## config.mk

```make
export PLATFORM = sky130hd
export DESIGN_NAME = reset_sequencer
export DESIGN_NICKNAME = d
export VERILOG_FILES = /design/src/rtl/reset_sequencer.sv
export SDC_FILE = /design/constraint.sdc
export NUM_CORES = 1
export LEC_CHECK = 0
export CAP_MARGIN = 20
export CORE_MARGIN = 2
export CORE_UTILIZATION = 55
export CTS_CLUSTER_DIAMETER = 30
export DETAILED_ROUTE_END_ITERATION = 6
export GPL_TIMING_DRIVEN = 0
export PLACE_DENSITY = 0.73
export RECOVER_POWER = 50
export SLEW_MARGIN = 20
export SYNTH_ARGS = -nofsm -noshare
export SYNTH_HDL_FRONTEND = slang
export SYNTH_SLANG_ARGS = --single-unit
```

## constraint.sdc

```tcl
create_clock -name clk -period 2.14 [get_ports clk]
set_input_delay 0.642 -clock clk [delete_from_list [all_inputs] [get_ports clk]]
set_output_delay 0.642 -clock clk [all_outputs]
set_load 0.02 [all_outputs]
```

## src/rtl/reset_sequencer.sv

```systemverilog
// Reset sequencer: holds all channel resets after power-on, waits for a
// filtered PLL lock, then releases the channels one at a time with a fixed
// stagger. Lock loss or a software request restarts the appropriate phase,
// and the cause of the last restart(s) is kept in a sticky register.
//
// state      | meaning
// -----------+-----------------------------------------------------------
// HOLD       | power-on / software hold, all channels in reset
// WAIT_LOCK  | waiting for LOCK_FILT consecutive lock cycles
// RELEASE    | releasing channels 0..NUM_OUT-1, one every STAGGER cycles
// RUN        | all channels released, all_ready high
module reset_sequencer #(
   parameter int NUM_OUT     = 4,
   parameter int POR_CYCLES  = 255,
   parameter int LOCK_FILT   = 4,
   parameter int STAGGER     = 16,
   parameter int SYNC_STAGES = 2,
   parameter int USE_LOCK    = 1
) (
   input  logic               clk,
   input  logic               reset_n,
   input  logic               pll_lock,
   input  logic               sw_reset_req,
   input  logic               cause_clr,
   output logic [NUM_OUT-1:0] rst_out,
   output logic               all_ready,
   output logic [1:0]         state,
   output logic [2:0]         rst_cause
);

   typedef enum logic [1:0] {
      ST_HOLD      = 2'd0,
      ST_WAIT_LOCK = 2'd1,
      ST_RELEASE   = 2'd2,
      ST_RUN       = 2'd3
   } state_t;

   localparam int              CH_W      = (NUM_OUT > 1) ? $clog2(NUM_OUT) : 1;
   localparam logic [15:0]     HOLD_LAST = 16'(POR_CYCLES - 1);
   localparam logic [7:0]      FILT_LAST = 8'(LOCK_FILT - 1);
   localparam logic [7:0]      STG_LAST  = 8'(STAGGER - 1);
   localparam logic [CH_W-1:0] CH_LAST   = CH_W'(NUM_OUT - 1);
   localparam logic [CH_W-1:0] CH_ONE    = CH_W'(1);

   state_t                 state_q, state_d;
   logic [15:0]            hold_q, hold_d;
   logic [7:0]             filt_q, filt_d;
   logic [7:0]             stg_q, stg_d;
   logic [CH_W-1:0]        ch_q, ch_d;
   logic [NUM_OUT-1:0]     rst_q, rst_d;
   logic [2:0]             cause_q, cause_d;
   logic [SYNC_STAGES-1:0] sync_q;
   logic                   lock_s;
   logic                   sw_evt;
   logic                   lock_evt;

   // pll_lock is asynchronous to clk; plain shift-register synchroniser
   always_ff @(posedge clk or negedge reset_n) begin
      if (!reset_n) begin
         sync_q <= '0;
      end else begin
         sync_q <= {sync_q[SYNC_STAGES-2:0], pll_lock};
      end
   end

   generate
      if (USE_LOCK != 0) begin : g_lock
         assign lock_s = sync_q[SYNC_STAGES-1];
      end else begin : g_no_lock
         assign lock_s = 1'b1;
      end
   endgenerate

   // Software request is meaningless while already holding; lock loss only
   // matters once channels have started to come out of reset.
   assign sw_evt   = sw_reset_req && (state_q != ST_HOLD);
   assign lock_evt = !lock_s && ((state_q == ST_RELEASE) || (state_q == ST_RUN));

   // State, counters, channel resets and cause register
   always_ff @(posedge clk or negedge reset_n) begin
      if (!reset_n) begin
         state_q <= ST_HOLD;
         hold_q  <= '0;
         filt_q  <= '0;
         stg_q   <= '0;
         ch_q    <= '0;
         rst_q   <= '1;
         cause_q <= 3'b001;
      end else begin
         state_q <= state_d;
         hold_q  <= hold_d;
         filt_q  <= filt_d;
         stg_q   <= stg_d;
         ch_q    <= ch_d;
         rst_q   <= rst_d;
         cause_q <= cause_d;
      end
   end

   // Next-state logic; software request outranks lock loss
   always_comb begin
      state_d = state_q;
      hold_d  = hold_q;
      filt_d  = filt_q;
      stg_d   = stg_q;
      ch_d    = ch_q;
      rst_d   = rst_q;

      if (sw_evt) begin
         state_d = ST_HOLD;
         hold_d  = '0;
         filt_d  = '0;
         stg_d   = '0;
         ch_d    = '0;
         rst_d   = '1;
      end else if (lock_evt) begin
         state_d = ST_WAIT_LOCK;
         filt_d  = '0;
         stg_d   = '0;
         ch_d    = '0;
         rst_d   = '1;
      end else begin
         case (state_q)
            ST_HOLD: begin
               rst_d = '1;
               if (hold_q == HOLD_LAST) begin
                  state_d = ST_WAIT_LOCK;
                  hold_d  = '0;
                  filt_d  = '0;
               end else begin
                  hold_d = hold_q + 16'd1;
               end
            end
            ST_WAIT_LOCK: begin
               rst_d = '1;
               if (!lock_s) begin
                  filt_d = '0;
               end else if (filt_q == FILT_LAST) begin
                  state_d = ST_RELEASE;
                  filt_d  = '0;
                  stg_d   = '0;
                  ch_d    = '0;
               end else begin
                  filt_d = filt_q + 8'd1;
               end
            end
            ST_RELEASE: begin
               if (stg_q == STG_LAST) begin
                  stg_d = '0;
                  for (int k = 0; k < NUM_OUT; k++) begin
                     if (ch_q == CH_W'(k)) begin
                        rst_d[k] = 1'b0;
                     end
                  end
                  if (ch_q == CH_LAST) begin
                     state_d = ST_RUN;
                  end else begin
                     ch_d = ch_q + CH_ONE;
                  end
               end else begin
                  stg_d = stg_q + 8'd1;
               end
            end
            ST_RUN: begin
               rst_d = '0;
            end
            default: begin
               state_d = ST_HOLD;
               hold_d  = '0;
               rst_d   = '1;
            end
         endcase
      end
   end

   // Sticky causes: a clear drops everything, a same-cycle event re-sets its bit
   always_comb begin
      cause_d = cause_clr ? 3'b000 : cause_q;
      if (sw_evt) begin
         cause_d[2] = 1'b1;
      end
      if (lock_evt) begin
         cause_d[1] = 1'b1;
      end
   end

   assign rst_out   = rst_q;
   assign all_ready = (state_q == ST_RUN);
   assign state     = state_q;
   assign rst_cause = cause_q;

endmodule

```

==> impl_metrics.json <==
{
  "status": "finished clean",
  "synthDistinctLibCells": 53,
  "grt_pass1_vias": 2034,
  "num_rows": 24,
  "root_buffer": "clkbuf_8",
  "syn_avg_cell_area_um2": 9.44,
  "finalMaxSlewViolations": 0,
  "ys_ff_latch": 45,
  "rsz0062_at_grt": "false",
  "drive_gt1_frac": 0.187,
  "critPathTopFamily": "simple AND/OR/NAND/NOR gates",
  "setup_viol": 0,
  "cts.htree.levels": 2,
  "syn_area_um2": 2580,
  "cp-end-kind": "flop",
  "slowest_delay_ps": 660,
  "num_vias": 2153,
  "crit_required_ps": 2360,
  "maxClockFrequency_ghz": 0.479,
  "cp.arrival_ps": 2310,
  "dieArea_um2": 5250,
  "routed_wirelength_um": 5460,
  "finClkSkew_ps": 9.89,
  "cp_cell_sequence": "inv_2, ha_4, or4b_2, o22ai_1, a311o_1, or3_4, mux2i_2",
  "slowest_stage": "or4b_2",
  "ant_nets": 0,
  "die_h_um": 72.5,
  "synth_edf_count": 0,
  "firstDrtPassIters": 4,
  "clockBufferDepth": 2,
  "fin_crit_ps": 2090,
  "final_net_count": 315,
  "yosysSeqAreaShare": 0.439,
  "grt_usage": 0.227,
  "crit_path_start_kind": "flop",
  "boundaryPins": 15,
  "die_x_um": 72.5,
  "power.leakage_nw": 1.29,
  "syn-num-nets": 290,
  "viasPerCell": 6.13,
  "wl_per_cell_um": 15.5,
  "worstMarginPinSlew_ps": 939,
  "diodes": 0,
  "cts.clk_slew.worst_paths_ps": 90,
  "crit_buf_inv": 1,
  "dpl_worst_slack_ps": -327,
  "place_congestion": 0.902,
  "gr-total-overflow": 0,
  "area_delta_synth_final_pct": 15.7,
  "dp_hpwl_um": 3780,
  "fin_util": 0.671,
  "drc": 0,
  "slew_headroom": 0.374,
  "core-area_um2": 4440,
  "cts.sinks": 45,
  "cap_violations": 0,
  "clock_latency_ps": 300,
  "grt_first_pass_wirelength_um": 9380,
  "grt_max_degree": 29,
  "period_share": 0.976,
  "finalSetupTns_ps": 0,
  "postLayoutCellArea_um2": 2980,
  "fin_ws_ps": 51.5,
  "syn_inst": 273,
  "postPlaceCellArea_um2": 2800,
  "antenna_found_initial": 0,
  "path_class": "flop to flop",
  "numCtsBuffers": 5,
  "ys_async_sr_fraction": 1.00,
  "drt_iter0_markers": 78,
  "start_util": 0.580,
  "cts_tree": "done",
  "ys.flop_type": "dfrtp_1",
  "power.total_mw": 3.34,
  "hold_viol_final": 0,
  "port_buffers": 14,
  "power_density_nw_per_um2": 1120,
  "peakVddDrop_v": 0.000642,
  "path_max_fanout": 8,
  "yosys_warnings": 0,
  "hp-class": "flop to flop"
}
worst register-to-register path: cells and delay by family (launching register included):
| family | cells | cell delay, ps |
|---|---|---|
| mux | 1 | 220 |
| flops | 1 | 430 |
| compound gates | 2 | 260 |
| fa+ha+maj | 1 | 200 |
| buf+inv | 1 | 100 |
| simple gates | 2 | 800 |
area by class of cell:
class	instances	area, µm²
timing repair buffer	19	166
fill	363	1460
sequential	45	1130
multi-input combinational	201	1390
tap	52	65.1
clock inverter	3	25.0
clock buffer	5	68.8
inverter	17	63.8
buffer	9	68.8
layout by cell type (no fill, tap or decap), drive strengths merged, types with 2 or more instances in the layout:
cell,n
dfstp,5
nor2b,2
nor4,5
nand3,23
nand4,3
dfrtp,40
a31o,2
o31ai,9
nor3,4
a21o,3
clkbuf,11
a31oi,11
inv,18
and4,2
nand2b,4
dlygate4sd3,2
a21oi,16
a22o,2
nor2,14
or3,3
o21ai,25
ha,12
nand2,24
clkdlybuf4s50,7
or4,2
and3,10
dlygate4sd2,2
buf,10
a41oi,3
mux2i,5
where the power goes:
| group | internal, mW | switching (mW) | total, mW |
|---|---|---|---|
| clock network | 0.236 | 0.326 | 0.562 |
| registers | 1.02 | 0.170 | 1.19 |
| logic | 0.669 | 0.925 | 1.59 |
synth_stat cells, types with 2 or more instances:
cell type | instances | share of area
dfstp_2 | 5 | 0.051
dfrtp_1 | 40 | 0.39
and3_2 | 2 | 0.0058
a22o_1 | 2 | 0.0068
and3_1 | 8 | 0.019
a41oi_1 | 3 | 0.010
nor3_1 | 4 | 0.0078
nand3_1 | 23 | 0.045
nor2b_1 | 2 | 0.0049
o31ai_1 | 9 | 0.026
nand2b_1 | 4 | 0.0097
nand4_1 | 3 | 0.0073
ha_1 | 12 | 0.058
mux2i_1 | 5 | 0.019
buf_2 | 5 | 0.0097
nor4_1 | 4 | 0.0097
a21o_1 | 3 | 0.0087
nand2_1 | 24 | 0.035
nor2_1 | 13 | 0.019
or3_1 | 2 | 0.0049
a21oi_1 | 16 | 0.031
or4_1 | 2 | 0.0058
inv_1 | 17 | 0.025
o21ai_0 | 25 | 0.049
a31o_2 | 2 | 0.0068
a31oi_1 | 10 | 0.024
clkbuf_1 | 2 | 0.0029
path summary, 6_finish.rpt:
check	slack, ps	cells after the start	start	to
setup / recovery	50	7	state[1]$_DFFE_PN0P_	state[1]$_DFFE_PN0P_
hold / removal	360	0	sync_q[0]$_DFF_PN0_	sync_q[1]$_DFF_PN0_
setup reg to reg	50	7	state[1]$_DFFE_PN0P_	state[1]$_DFFE_PN0P_
hold reg to reg	360	0	sync_q[0]$_DFF_PN0_	sync_q[1]$_DFF_PN0_
max in group asynchronous	480	2	reset_n	filt_q[4]$_DFFE_PN0P_
min in group asynchronous	450	1	reset_n	ch_q[1]$_DFFE_PN0P_
kinds of logic after synthesis:
kind of cell | share of synthesized area
multiplexers | 0.0238
adder cells (fa/ha/maj) | 0.0583
AND/OR/NAND/NOR | 0.220
AO/OA/AOI/OAI | 0.210
buffers and inverters | 0.0490
flip-flops | 0.439
flip-flops by register name, summed over array words and instances (netlist names):
signal	flops
rst_cause	3
sync_q	2
stg_q	8
rst_out	4
hold_q	16
state	2
ch_q	2
filt_q	8
routing by layer:
layer | track usage | vias to the layer above | wire [µm]
met4 | 0.0700 | 0 | 54
met5 | 0 | - | 0
met2 | 0.377 | 52 | 2650
met3 | 0.0333 | 4 | 205
met1 | 0.309 | 1037 | 2550
li1 | - | 1060 | -
metrics by stage:
step	std cells	hold WS (ps)
finish	351	356
global placement	339	335
floorplan	273	331
detailed placement	340	336
global route	351	368
CTS	351	278
timing repair:
action / in CTS / in global routing
buffers inserted: 3 / 1
gates resized for setup: 8 / 16
hold buffers: 0 / 0
pin swaps: 1 / 2
endpoints found under the hold margin: 0 / 0
setup endpoints to repair: 20 / 32
(Power assumes the default switching activity.)
